`config.mk`:
```
export PLATFORM = sky130hd
export DESIGN_NAME = alu_btn_sequencer
export DESIGN_NICKNAME = d
export VERILOG_FILES = /design/src/rtl/alu_pkg.sv /design/src/rtl/btn_debounce.sv /design/src/rtl/alu_btn_sequencer.sv
export SDC_FILE = /design/constraint.sdc
export NUM_CORES = 1
export LEC_CHECK = 0
export CORE_MARGIN = 2
export CORE_UTILIZATION = 57
export CTS_CLUSTER_SIZE = 12
export DETAILED_ROUTE_END_ITERATION = 10
export GPL_TIMING_DRIVEN = 1
export PLACE_DENSITY_LB_ADDON = 0.15
export SETUP_SLACK_MARGIN = 0.4
export SYNTH_ARGS = -nofsm -noshare
export SYNTH_HDL_FRONTEND = slang
export SYNTH_SLANG_ARGS = --single-unit
export TNS_END_PERCENT = 100
```
`constraint.sdc`:
```
create_clock -name i_clk -period 4.9 [get_ports i_clk]
set_input_delay 0.98 -clock i_clk [delete_from_list [all_inputs] [get_ports i_clk]]
set_output_delay 0.98 -clock i_clk [all_outputs]
set_load 0.05 [all_outputs]
```
`src/rtl/alu_pkg.sv`:
```
// Shared definitions for the button/switch ALU and its front-end sequencer:
// op-code constants, sequencer state encodings and the op-code validity check.
package alu_pkg;

    localparam int OP_W = 6;

    localparam logic [OP_W-1:0] OP_ADD = 6'b100000;
    localparam logic [OP_W-1:0] OP_SUB = 6'b100010;
    localparam logic [OP_W-1:0] OP_AND = 6'b100100;
    localparam logic [OP_W-1:0] OP_OR  = 6'b100101;
    localparam logic [OP_W-1:0] OP_XOR = 6'b100110;
    localparam logic [OP_W-1:0] OP_SRA = 6'b000011;
    localparam logic [OP_W-1:0] OP_SRL = 6'b000010;
    localparam logic [OP_W-1:0] OP_NOR = 6'b100111;

    localparam logic [1:0] ST_WAIT_A  = 2'd0;
    localparam logic [1:0] ST_WAIT_B  = 2'd1;
    localparam logic [1:0] ST_WAIT_OP = 2'd2;
    localparam logic [1:0] ST_DONE    = 2'd3;

    typedef struct packed {
        logic a;
        logic b;
        logic op;
    } btn_set_t;

    function automatic logic is_valid_op(input logic [OP_W-1:0] code);
        case (code)
            OP_ADD, OP_SUB, OP_AND, OP_OR,
            OP_XOR, OP_SRA, OP_SRL, OP_NOR: return 1'b1;
            default:                        return 1'b0;
        endcase
    endfunction

endpackage

```
`src/rtl/btn_debounce.sv`:
```
// Pushbutton conditioner: 2-FF synchronizer, debounce counter on the synchronized
// level, and a one-cycle pulse on each rising edge of the accepted (stable) level.
module btn_debounce #(
    parameter int DEBOUNCE_CYCLES = 1000000
) (
    input  logic i_clk,
    input  logic i_reset,
    input  logic i_btn,
    output logic o_press
);

    localparam int CNT_W = (DEBOUNCE_CYCLES > 2) ? $clog2(DEBOUNCE_CYCLES) : 1;
    localparam logic [CNT_W-1:0] CNT_LAST = CNT_W'(DEBOUNCE_CYCLES - 1);

    logic             r_meta;
    logic             r_sync;
    logic             r_stable;
    logic             r_stable_q;
    logic             r_press;
    logic [CNT_W-1:0] r_cnt;

    always_ff @(posedge i_clk or posedge i_reset) begin
        if (i_reset) begin
            r_meta     <= 1'b0;
            r_sync     <= 1'b0;
            r_stable   <= 1'b0;
            r_stable_q <= 1'b0;
            r_press    <= 1'b0;
            r_cnt      <= '0;
        end else begin
            r_meta     <= i_btn;
            r_sync     <= r_meta;
            r_stable_q <= r_stable;
            r_press    <= r_stable & ~r_stable_q;
            // Any sample matching the accepted level restarts the count, so glitches vanish.
            if (r_sync != r_stable) begin
                if (r_cnt == CNT_LAST) begin
                    r_stable <= r_sync;
                    r_cnt    <= '0;
                end else begin
                    r_cnt <= r_cnt + 1'b1;
                end
            end else begin
                r_cnt <= '0;
            end
        end
    end

    assign o_press = r_press;

endmodule

```
`src/rtl/alu_btn_sequencer.sv`:
```
// Front-end controller for the button/switch ALU: enforces the A -> B -> OP load
// order, strobes the ALU with a switch snapshot and captures its result for the LEDs.
module alu_btn_sequencer
    import alu_pkg::*;
#(
    parameter int OPERAND_SIZE    = 8,
    parameter int OP_CODE_SIZE    = 6,
    parameter int DEBOUNCE_CYCLES = 1000000
) (
    input  logic                    i_clk,
    input  logic                    i_reset,
    input  logic [OPERAND_SIZE-1:0] i_switches,
    input  logic                    i_btn_A,
    input  logic                    i_btn_B,
    input  logic                    i_btn_OP,
    input  logic [OPERAND_SIZE-1:0] i_alu_result,
    output logic [OPERAND_SIZE-1:0] o_data,
    output logic                    o_load_a,
    output logic                    o_load_b,
    output logic                    o_load_op,
    output logic [OPERAND_SIZE-1:0] o_result,
    output logic                    o_result_valid,
    output logic [1:0]              o_state,
    output logic                    o_error
);

    logic                    w_press_a;
    logic                    w_press_b;
    logic                    w_press_op;
    btn_set_t                w_sel;
    logic [OP_W-1:0]         w_op_code;
    logic                    w_op_ok;
    logic [1:0]              w_next_state;
    logic                    w_stb_a;
    logic                    w_stb_b;
    logic                    w_stb_op;
    logic                    w_reject;
    logic                    w_cap_req;
    logic                    w_any_stb;

    logic [OPERAND_SIZE-1:0] r_sw_meta;
    logic [OPERAND_SIZE-1:0] r_sw_sync;
    logic [1:0]              r_state;
    logic                    r_load_a;
    logic                    r_load_b;
    logic                    r_load_op;
    logic [OPERAND_SIZE-1:0] r_data;
    logic                    r_error;
    logic                    r_cap_req;
    logic                    r_cap_arm;
    logic [OPERAND_SIZE-1:0] r_result;
    logic                    r_valid;

    btn_debounce #(.DEBOUNCE_CYCLES(DEBOUNCE_CYCLES)) u_deb_a (
        .i_clk   (i_clk),
        .i_reset (i_reset),
        .i_btn   (i_btn_A),
        .o_press (w_press_a)
    );

    btn_debounce #(.DEBOUNCE_CYCLES(DEBOUNCE_CYCLES)) u_deb_b (
        .i_clk   (i_clk),
        .i_reset (i_reset),
        .i_btn   (i_btn_B),
        .o_press (w_press_b)
    );

    btn_debounce #(.DEBOUNCE_CYCLES(DEBOUNCE_CYCLES)) u_deb_op (
        .i_clk   (i_clk),
        .i_reset (i_reset),
        .i_btn   (i_btn_OP),
        .o_press (w_press_op)
    );

    always_ff @(posedge i_clk or posedge i_reset) begin
        if (i_reset) begin
            r_sw_meta <= '0;
            r_sw_sync <= '0;
        end else begin
            r_sw_meta <= i_switches;
            r_sw_sync <= r_sw_meta;
        end
    end

    assign w_op_code = OP_W'(r_sw_sync[OP_CODE_SIZE-1:0]);
    assign w_op_ok   = is_valid_op(w_op_code);

    // Same-cycle presses resolve A > B > OP; the losers are simply discarded.
    always_comb begin
        w_sel.a  = w_press_a;
        w_sel.b  = w_press_b & ~w_press_a;
        w_sel.op = w_press_op & ~w_press_a & ~w_press_b;
    end

    always_comb begin
        w_next_state = r_state;
        w_stb_a      = 1'b0;
        w_stb_b      = 1'b0;
        w_stb_op     = 1'b0;
        w_reject     = 1'b0;
        w_cap_req    = 1'b0;
        case (r_state)
            ST_WAIT_A: begin
                if (w_sel.a) begin
                    w_stb_a      = 1'b1;
                    w_next_state = ST_WAIT_B;
                end else if (w_sel.b || w_sel.op) begin
                    w_reject = 1'b1;
                end
            end
            ST_WAIT_B: begin
                if (w_sel.a) begin
                    w_stb_a = 1'b1;
                end else if (w_sel.b) begin
                    w_stb_b      = 1'b1;
                    w_next_state = ST_WAIT_OP;
                end else if (w_sel.op) begin
                    w_reject = 1'b1;
                end
            end
            ST_WAIT_OP: begin
                if (w_sel.a) begin
                    w_stb_a      = 1'b1;
                    w_next_state = ST_WAIT_B;
                end else if (w_sel.b) begin
                    w_stb_b = 1'b1;
                end else if (w_sel.op) begin
                    if (w_op_ok) begin
                        w_stb_op     = 1'b1;
                        w_cap_req    = 1'b1;
                        w_next_state = ST_DONE;
                    end else begin
                        w_reject = 1'b1;
                    end
                end
            end
            default: begin
                if (w_sel.a) begin
                    w_stb_a      = 1'b1;
                    w_next_state = ST_WAIT_B;
                end else if (w_sel.b) begin
                    w_stb_b   = 1'b1;
                    w_cap_req = 1'b1;
                end else if (w_sel.op) begin
                    if (w_op_ok) begin
                        w_stb_op  = 1'b1;
                        w_cap_req = 1'b1;
                    end else begin
                        w_reject = 1'b1;
                    end
                end
            end
        endcase
    end

    assign w_any_stb = w_stb_a | w_stb_b | w_stb_op;

    always_ff @(posedge i_clk or posedge i_reset) begin
        if (i_reset) begin
            r_state   <= ST_WAIT_A;
            r_load_a  <= 1'b0;
            r_load_b  <= 1'b0;
            r_load_op <= 1'b0;
            r_data    <= '0;
            r_error   <= 1'b0;
            r_cap_req <= 1'b0;
        end else begin
            r_state   <= w_next_state;
            r_load_a  <= w_stb_a;
            r_load_b  <= w_stb_b;
            r_load_op <= w_stb_op;
            r_cap_req <= w_cap_req;
            if (w_any_stb) begin
                r_data  <= r_sw_sync;
                r_error <= 1'b0;
            end else if (w_reject) begin
                r_error <= 1'b1;
            end
        end
    end

    // The ALU registers load at the end of the strobe cycle, so its output is
    // sampled one cycle later; a newer strobe always replaces a pending capture.
    always_ff @(posedge i_clk or posedge i_reset) begin
        if (i_reset) begin
            r_cap_arm <= 1'b0;
            r_result  <= '0;
            r_valid   <= 1'b0;
        end else if (r_load_a || r_load_b || r_load_op) begin
            r_valid   <= 1'b0;
            r_cap_arm <= r_cap_req;
        end else if (r_cap_arm) begin
            r_result  <= i_alu_result;
            r_valid   <= 1'b1;
            r_cap_arm <= 1'b0;
        end
    end

    assign o_data         = r_data;
    assign o_load_a       = r_load_a;
    assign o_load_b       = r_load_b;
    assign o_load_op      = r_load_op;
    assign o_result       = r_result;
    assign o_result_valid = r_valid;
    assign o_state        = r_state;
    assign o_error        = r_error;

endmodule

```
==> results of run 1 <==
==> how the worst max path moves through the flow <==
stage,from,to,slack [ps],cells after the start
final,o_state[0],o_state[0],2150,1
after global routing,o_state[0],o_state[0],2080,1
after CTS,o_state[0],o_state[0],2120,1
after detailed placement,i_reset,o_state[1],2540,3
after global placement,i_reset,o_state[1],2560,3
after floorplan,i_reset,o_data[0],850,1
==> area by class of cell <==
| type | instances | area [um^2] | area share |
|---|---|---|---|
| Sequential cell | 116 | 2900 | 0.489 |
| Multi-Input combinational cell | 288 | 1840 | 0.310 |
| Clock buffer | 25 | 504 | 0.0849 |
| Clock inverter | 4 | 70.1 | 0.0118 |
| Inverter | 11 | 43.8 | 0.00737 |
| Tap cell | 105 | 131 | 0.0221 |
| Timing Repair Buffer | 45 | 445 | 0.0750 |
==> kinds of logic (layout without fill, tap and decap cells) <==
family / count (synthesis) / after routing / share of synthesized area
AND/OR/NAND/NOR: 187 / 187 / 0.186
flip-flops: 116 / 116 / 0.600
XOR/XNOR: 57 / 57 / 0.103
multiplexers: 20 / 20 / 0.0463
buffers and inverters: 20 / 85 / 0.0194
AO/OA/AOI/OAI: 16 / 16 / 0.0246
adder cells (fa/ha/maj): 8 / 8 / 0.0207
==> report_power, final <==
| group | total (mW) | switching (mW) | internal (mW) |
|---|---|---|---|
| clock network | 1.18 | 0.386 | 0.794 |
| registers | 0.985 | 0.0100 | 0.975 |
| logic | 0.0576 | 0.0347 | 0.0229 |
| total | 2.22 | 0.431 | 1.79 |
==> cells in the final DEF, fill, tap and decap left out, drive strengths merged, types with 2 or more instances in the layout <==
cell | Yosys | final
a21oi | 3 | 3
a22oi | 3 | 3
and3 | 12 | 12
and4 | 3 | 3
buf | 5 | 2
bufinv | 0 | 2
clkbuf | 4 | 25
clkdlybuf4s50 | 0 | 43
clkinv | 0 | 2
dfrtp | 116 | 116
ha | 8 | 8
inv | 11 | 11
mux2 | 19 | 19
nand2 | 28 | 28
nand2b | 5 | 5
nand3 | 22 | 22
nand4 | 7 | 7
nor2 | 77 | 77
nor2b | 4 | 4
nor3 | 13 | 13
nor4 | 5 | 5
o21ai | 2 | 2
or3 | 2 | 2
or4 | 2 | 2
xnor2 | 24 | 24
xor2 | 33 | 33
==> per-layer routing <==
metal  routed length, um  vias up  GRT usage
li1                    -     1528          -
met1                3740     1578      0.263
met2                4580       68      0.356
met3                 392       10     0.0650
met4                  87        0     0.0786
met5                   0        -          0
==> flip-flops by register name, indices dropped and copies added (netlist names), 2 cells and up <==
signal / cells
u_deb_a.r_cnt: 20
u_deb_b.r_cnt: 20
u_deb_op.r_cnt: 20
o_data: 8
o_result: 8
r_sw_meta: 8
r_sw_sync: 8
o_state: 2
==> metrics by stage <==
stage	worst slack, ps	std cells	hold WS (ps)	util	total power, mW
after CTS	2120	594	345	0.723	2.25
after floorplan	848	424	331	-	1.03
after global routing	2080	594	353	0.723	2.31
final	2150	594	342	0.723	2.22
after detailed placement	2540	565	335	0.653	1.06
after global placement	2560	565	333	0.653	1.06
==> results.yml, run 1 <==
clock_network:
  cts_buffers: 17
  cts_tree: "done"
  root_buffer: "clkbuf_8"
  clk_pin_slew_worst_paths_ps: 50
  ctsResizeCount: 0
  cts_setup_buffers: 0
  clock_path_buffers: 2
  clock_latency_ps: 500
  postCtsHoldBufs: 0
  clkSinkCount: 116
  htree_levels: 4
timing:
  timing.slew.headroom: 0.494
  worst_slew_pin_slew_ps: 760
  fin_crit_sh: 0.562
  period_needed_ps: 2750
  setup_viol: 0
  rsz0062_at_grt: "no"
  hold_violations: 0
  skew_ps: 6.39
  slew_viol_final: 0
  fin_setup_tns_ps: 0
  fmax_ghz: 0.363
synth:
  synth_edf_count: 0
  ys_top_cells_by_count: "dfrtp_1 (116), nor2_1 (77), xor2_1 (33)"
  yosys_register_bits: 116
  synthArstFlopShare: 1.00
  syn_avg_cell_area_um2: 11.4
  synth.cell_area_mm2: 0.00484
  yosys.area.top_type_share: 0.600
  post_synth_num_cell_types: 43
  synth_ff_type: "dfrtp_1"
  yosysMostFrequentCell: "dfrtp_1"
  syn_inst: 424
  syn-num-nets: 453
  yosysSeqAreaShare: 0.600
  synth_top_cell_by_area: "dfrtp_1"
  yosys_warnings: 0
  ys_top_cells_by_area: "dfrtp_1 (60%), nor2_1 (6.0%), xor2_1 (6.0%)"
global_routing:
  grt_use_total: 0.214
  overflow: 0
  grt_max_degree: 49
  grt_pass1_wl_mm: 14.8
  grt_pass1_vias: 3240
  antenna_found_initial: 0
placement:
  routabilityCongestion: 0.781
  io_buffers: 43
  hpwl_mm: 5.81
  placed_area_mm2: 0.00537
cells_and_area:
  syn2layout_area_growth_pct: 22.8
  fin_area_mm2: 0.00594
  drive_above_1_share: 0.108
  fill_cells: 567
  layout.nets: 508
  antenna_cells: 0
routing:
  viasPerCell: 5.36
  vias: 3184
  finalWirelength_mm: 8.79
  drtIter0Drc: 179
  postRouteAntennaNets: 0
  drc: 0
  drtPass1Iterations: 4
  wl_per_cell_um: 14.8
power:
  p_leak_nw: 2.66
  ir_drop_mv: 0.274
  pwr_density_cell_mw_per_mm2: 374
floorplanning:
  die_width_um: 96.1
  die_area_mm2: 0.00924
  die-height_um: 96.1
  row_count: 33
  start_util: 0.589
  core_area_mm2: 0.00822
  ioPinCount: 44
worst_hold_path:
  hp-start: "r_sw_meta[6]"
  min_path_cells: 0
  hold_class: "reg -> reg"
  min_to: "r_sw_sync[6]"
critical_path:
  critical_path_class: "reg -> out"
  cp_max_fo: 7
  cpLargestDelayFamily: "buffers and inverters"
  critPathCaptureType: "output port"
  crit_path_start_kind: "flop"
  cp_data_arrival_time_ps: 1770
  path_buf_inv: 1
  crit_slowest_cell: "clkdlybuf4s50_1"
  r2r_start: "u_deb_a.r_cnt[0]"
  r2r_end: "u_deb_a.r_cnt[3]"
  crit_chain: "clkdlybuf4s50_1"
  rrSetupSlack_ps: 2610
  cpPeakStageDelay_ps: 840
  worstPathRequired_ps: 3920
  r2r_cells: 6
flow_run:
  max_cap_violations: 0
status:
  outcome: "finished clean"
No activity file was read; power rests on OpenSTA's default activity.
==> inputs of run 2 (changes only) <==
==> constraint.sdc (replaced) <==
create_clock -name i_clk -period 2.7 [get_ports i_clk]
set_input_delay 0.54 -clock i_clk [delete_from_list [all_inputs] [get_ports i_clk]]
set_output_delay 0.54 -clock i_clk [all_outputs]
set_load 0.05 [all_outputs]
==> run 2 against run 1 <==
Utilization fell by 0.12 points. Largest cell class unchanged. Combinational power rose by 88%. Critical path type unchanged. Sequential share of layout area rose by 0.082 points. Global-route usage fell by 0.73 points. Die area did not move. Final area fell by 0.17%. Critical endpoint is now o_error.
==> results.yml, run 2 (same netlist as run 1, synthesis figures left out) <==
status:
  outcome: "finished clean"
critical_path:
  crit_start: "o_error"
  cp_data_arrival_time_ps: 1680
  crit_chain: "clkdlybuf4s50_1"
  crit_path_start_kind: "flop"
  cpPeakStageDelay_ps: 820
  critPathCaptureType: "output port"
  r2r_start: "o_state[1]"
  cpLargestDelayFamily: "buffers and inverters"
  crit_slowest_cell: "clkdlybuf4s50_1"
  worstPathRequired_ps: 2160
  cp_max_fo: 2
  path_buf_inv: 1
  critical_path_class: "reg -> out"
clock_network:
  root_buffer: "clkbuf_8"
  clock_latency_ps: 500
  clk_pin_slew_worst_paths_ps: 50
  cts_setup_buffers: 0
  clock_path_buffers: 2
  cts_tree: "done"
  htree_levels: 4
  postCtsHoldBufs: 0
  clkSinkCount: 116
  cts_buffers: 17
cells_and_area:
  syn2layout_area_growth_pct: 22.5
  fill_cells: 609
  mostFrequentLayoutCells: "dfrtp_1 (116), nor2_1 (77), clkdlybuf4s50_1 (40)"
  antenna_cells: 0
  layout_commonest_cell: "dfrtp_1"
  drive_above_1_share: 0.108
  top_regs: "u_deb_a.r_cnt x20, u_deb_b.r_cnt x20, u_deb_op.r_cnt x20"
  layout.nets: 509
timing:
  hold_violations: 0
  fin_crit_sh: 0.824
  skew_ps: 8.39
  timing.slew.headroom: 0.519
  fin_setup_tns_ps: 0
  worst_slew_pin_slew_ps: 715
  fmax_ghz: 0.450
  slew_viol_final: 0
  setup_viol: 0
  period_needed_ps: 2220
  rsz0062_at_grt: "no"
  timing.final.ws_setup_ps: 477
routing:
  vias: 3150
  postRouteAntennaNets: 0
  finalWirelength_mm: 8.47
  viasPerCell: 5.29
  drtIter0Drc: 200
  wl_per_cell_um: 14.2
  drtPass1Iterations: 5
  drc: 0
power:
  p_leak_nw: 2.69
  ir_drop_mv: 0.587
  pwr_density_cell_mw_per_mm2: 662
floorplanning:
  die_width_um: 96.1
  row_count: 33
  start_util: 0.589
  die-height_um: 96.1
  die_area_mm2: 0.00924
  core_area_mm2: 0.00822
  ioPinCount: 44
global_routing:
  overflow: 0
  grt_pass1_vias: 3111
  grt_max_degree: 117
  antenna_found_initial: 0
  grt_pass1_wl_mm: 14.5
  grt_use_total: 0.206
placement:
  dp_slack_ps: 613
  io_buffers: 43
  hpwl_mm: 5.28
  routabilityCongestion: 0.765
worst_hold_path:
  hold_class: "reg -> reg"
  hp-start: "r_sw_meta[1]"
flow_run:
  max_cap_violations: 0
run 2: cell types whose count changed in the layout (fill, tap and decap cells not counted), sizes merged:
| cell | change |
|---|---|
| clkinv | +2 |
| clkbuf | -2 |
| buf | +1 |
| clkdlybuf4s50 | -3 |
| dlygate4sd2 | +1 |
| clkinvlp | +1 |
| inv | -1 |
| dlymetal6s2s | +2 |
run 2: through the flow:
stage	util	area (um^2)	power, mW	std cells	hold slack, ps
5_1_grt	0.722	5930	4.07	595	348
2_1_floorplan	-	4840	1.87	424	331
4_1_cts	0.721	5920	3.97	595	349
6_report	0.722	5930	3.92	595	344
3_3_place_gp	0.656	5390	1.92	566	333
3_5_place_dp	0.656	5390	1.92	566	336
run 2: final timing paths:
kind,end,slack [ps],depth (start not counted)
setup / recovery,o_error,480,1
hold / removal,r_sw_sync[1],340,0
setup reg to reg,o_data[1],600,5
hold reg to reg,r_sw_sync[1],340,0
max in group asynchronous,u_deb_b.r_cnt[10],1700,3
min in group asynchronous,u_deb_a.r_cnt[11],550,3
run 2: power breakdown:
| group | leakage (nW) | internal, mW | switching [mW] |
|---|---|---|---|
| Combinational | 0.861 | 0.0449 | 0.0631 |
| Sequential | 1.56 | 1.77 | 0.0166 |
| Clock | 0.267 | 1.34 | 0.694 |
run 2: timing repair:
action | CTS | global route
gates resized for setup | 1 | 3
setup endpoints to repair | 1 | 3
endpoints found under the hold margin | 0 | 0
run 2: area by class of cell:
type | count | area (um^2) | area share
clock buffer | 23 | 457 | 0.0770
clock inverter | 6 | 80.1 | 0.0135
inverter | 11 | 45.0 | 0.00759
multi-input combinational | 288 | 1850 | 0.311
sequential | 116 | 2900 | 0.489
tap | 105 | 131 | 0.0222
timing repair buffer | 46 | 469 | 0.0791
run 2: metal layers:
| layer | wire [um] | GRT usage |
|---|---|---|
| met5 | 0 | 0 |
| met4 | 36 | 0.0571 |
| met3 | 374 | 0.0650 |
| met2 | 4170 | 0.337 |
| met1 | 3880 | 0.267 |
==> inputs of run 3 (changes only) <==
--- a/config.mk
+++ b/config.mk
@@ -6,7 +6,7 @@
 export NUM_CORES = 1
 export LEC_CHECK = 0
 export CORE_MARGIN = 2
-export CORE_UTILIZATION = 57
+export CORE_UTILIZATION = 51
 export CTS_CLUSTER_SIZE = 12
 export DETAILED_ROUTE_END_ITERATION = 10
 export GPL_TIMING_DRIVEN = 1
==> constraint.sdc (replaced) <==
create_clock -name i_clk -period 1.8 [get_ports i_clk]
set_input_delay 0.36 -clock i_clk [delete_from_list [all_inputs] [get_ports i_clk]]
set_output_delay 0.36 -clock i_clk [all_outputs]
set_load 0.05 [all_outputs]
==> run 3 against run 2 <==
Clock skew rose by 3.7 ps. Critical endpoint is now u_deb_b.r_stable. Critical path depth grew 3. Combinational power grew to 2.5 times the previous value. Global-route usage is 2.3 points higher. The flow now finishes with violations (negative setup slack). First-iteration DRC count grew 12%. Sequential power rose by 50%.
==> results.yml, run 3 (same netlist as run 1, synthesis figures left out) <==
critical_path:
  critPathCaptureType: "flop"
  cp_data_arrival_time_ps: 2250
  crit_slowest_cell: "or4_4"
  crit_chain: "or4_4 > nor4_4 > and3_4 > mux2_4"
  crit_cells: 4
  critical_path_class: "reg -> reg"
  path_buf_inv: 0
  cpLargestDelayFamily: "simple AND/OR/NAND/NOR gates"
  cpPeakStageDelay_ps: 550
  worstPathRequired_ps: 2190
  cp_max_fo: 3
  crit_path_start_kind: "flop"
  r2r_cells: 4
global_routing:
  grt_pass1_wl_mm: 17.8
  grt_pass1_vias: 3736
  grt_use_total: 0.229
  antenna_found_initial: 0
  grt_max_degree: 42
  overflow: 0
timing:
  setup_viol: 14
  fmax_ghz: 0.538
  fin_setup_tns_ps: -277
  period_needed_ps: 1860
  timing.final.ws_setup_ps: -59.7
  whs_ps: 153
  skew_ps: 12.1
  worst_slew_pin_slew_ps: 832
  hold_violations: 0
  slew_viol_final: 0
  timing.slew.headroom: 0.443
  rsz0062_at_grt: "yes"
  fin_crit_sh: 1.03
cells_and_area:
  layout_commonest_cell: "dfrtp_1"
  finish.utilization: 0.799
  fill_cells: 519
  syn2layout_area_growth_pct: 52.5
  layout.nets: 591
  drive_above_1_share: 0.431
  stdcell_count: 702
  antenna_cells: 0
  top_regs: "u_deb_a.r_cnt x20, u_deb_b.r_cnt x20, u_deb_op.r_cnt x20"
  mostFrequentLayoutCells: "dfrtp_1 (110), buf_4 (62), nor2_1 (39)"
  fin_area_mm2: 0.00738
routing:
  wl_met1_mm: 5.08
  wl_met2_mm: 6.58
  finalWirelength_mm: 12.5
  drtPass1Iterations: 4
  postRouteAntennaNets: 0
  top_layer: "met4"
  drc: 0
  drtIter0Drc: 223
  viasPerCell: 5.28
  vias: 3705
  wl_per_cell_um: 17.8
  dr_wl_met3_um: 535
power:
  p_leak_nw: 3.29
  internal-power_mw: 4.93
  pwr_density_cell_mw_per_mm2: 852
  clkPwrFrac: 0.529
  p_sw_mw: 1.35
  comb_power_share: 0.043
  ir_drop_mv: 0.625
  swShare: 0.215
  p_total_mw: 6.28
  pwr-share-seq: 0.428
placement:
  hpwl_mm: 5.80
  numPlacedInstances: 607
  dp_slack_ps: -62.1
  routabilityCongestion: 0.802
  placed_area_mm2: 0.00567
  io_buffers: 43
status:
  failed_checks: "negative setup slack"
  outcome: "finished, violations left"
worst_hold_path:
  hold_class: "in -> async"
clock_network:
  cts_tree: "done"
  postCtsHoldBufs: 0
  clk_pin_slew_worst_paths_ps: 60
  cts_buffers: 17
  htree_levels: 4
  clock_latency_ps: 510
  root_buffer: "clkbuf_8"
  clock_path_buffers: 2
  clkSinkCount: 116
floorplanning:
  die_width_um: 101
  die_area_mm2: 0.0103
  ioPinCount: 44
  row_count: 35
  core_area_mm2: 0.00924
  start_util: 0.524
  die-height_um: 101
flow_run:
  max_cap_violations: 0
-- run 3: worst paths after layout --
kind / start / endpoint / slack, ps
max: u_deb_b.r_cnt[12] / u_deb_b.r_stable / -60
min: i_reset / r_sw_sync[7] / 150
max reg2reg: u_deb_b.r_cnt[12] / u_deb_b.r_stable / -60
min reg2reg: r_sw_meta[7] / r_sw_sync[7] / 350
max in group asynchronous: i_reset / u_deb_op.r_cnt[2] / 1140
min in group i_clk: i_btn_A / u_deb_a.r_meta / 290
-- run 3: power groups by stage --
stage	combinational (mW)	clock, mW	sequential (mW)
floorplan	0.109	0	2.72
detailed placement	0.183	0	2.72
global route	0.302	3.50	2.69
global placement	0.180	0	2.72
CTS	0.227	3.32	2.68
finish	0.272	3.32	2.69
-- run 3: metal layers --
layer	vias to the layer above	global-route usage
li1	1709	-
met1	1847	0.273
met2	118	0.392
met3	31	0.0649
met4	0	0.0956
met5	-	0
-- run 3: final cells by class --
cell class	instances	area (um^2)	share of cell area
flip-flops and latches	116	2910	0.394
clock buffers	21	449	0.0609
inverters	11	47.5	0.00644
repair buffers	121	1150	0.156
clock inverters	9	130	0.0176
multi-input cells	295	2530	0.343
well taps	129	161	0.0219
-- run 3: repair_timing --
| item | 4_1_cts | 5_1_grt |
|---|---|---|
| buffers inserted | 35 | 23 |
| pin swaps | 23 | 37 |
| gates resized for setup | 86 | 65 |
| gates cloned | 7 | 0 |
| setup endpoints to repair | 105 | 105 |
-- run 3: worst register-to-register path, delay by kind of cell, from the launching register on --
kind / cells / cell delay (ps)
mux: 1 / 300
flops: 1 / 380
simple gates: 3 / 1060
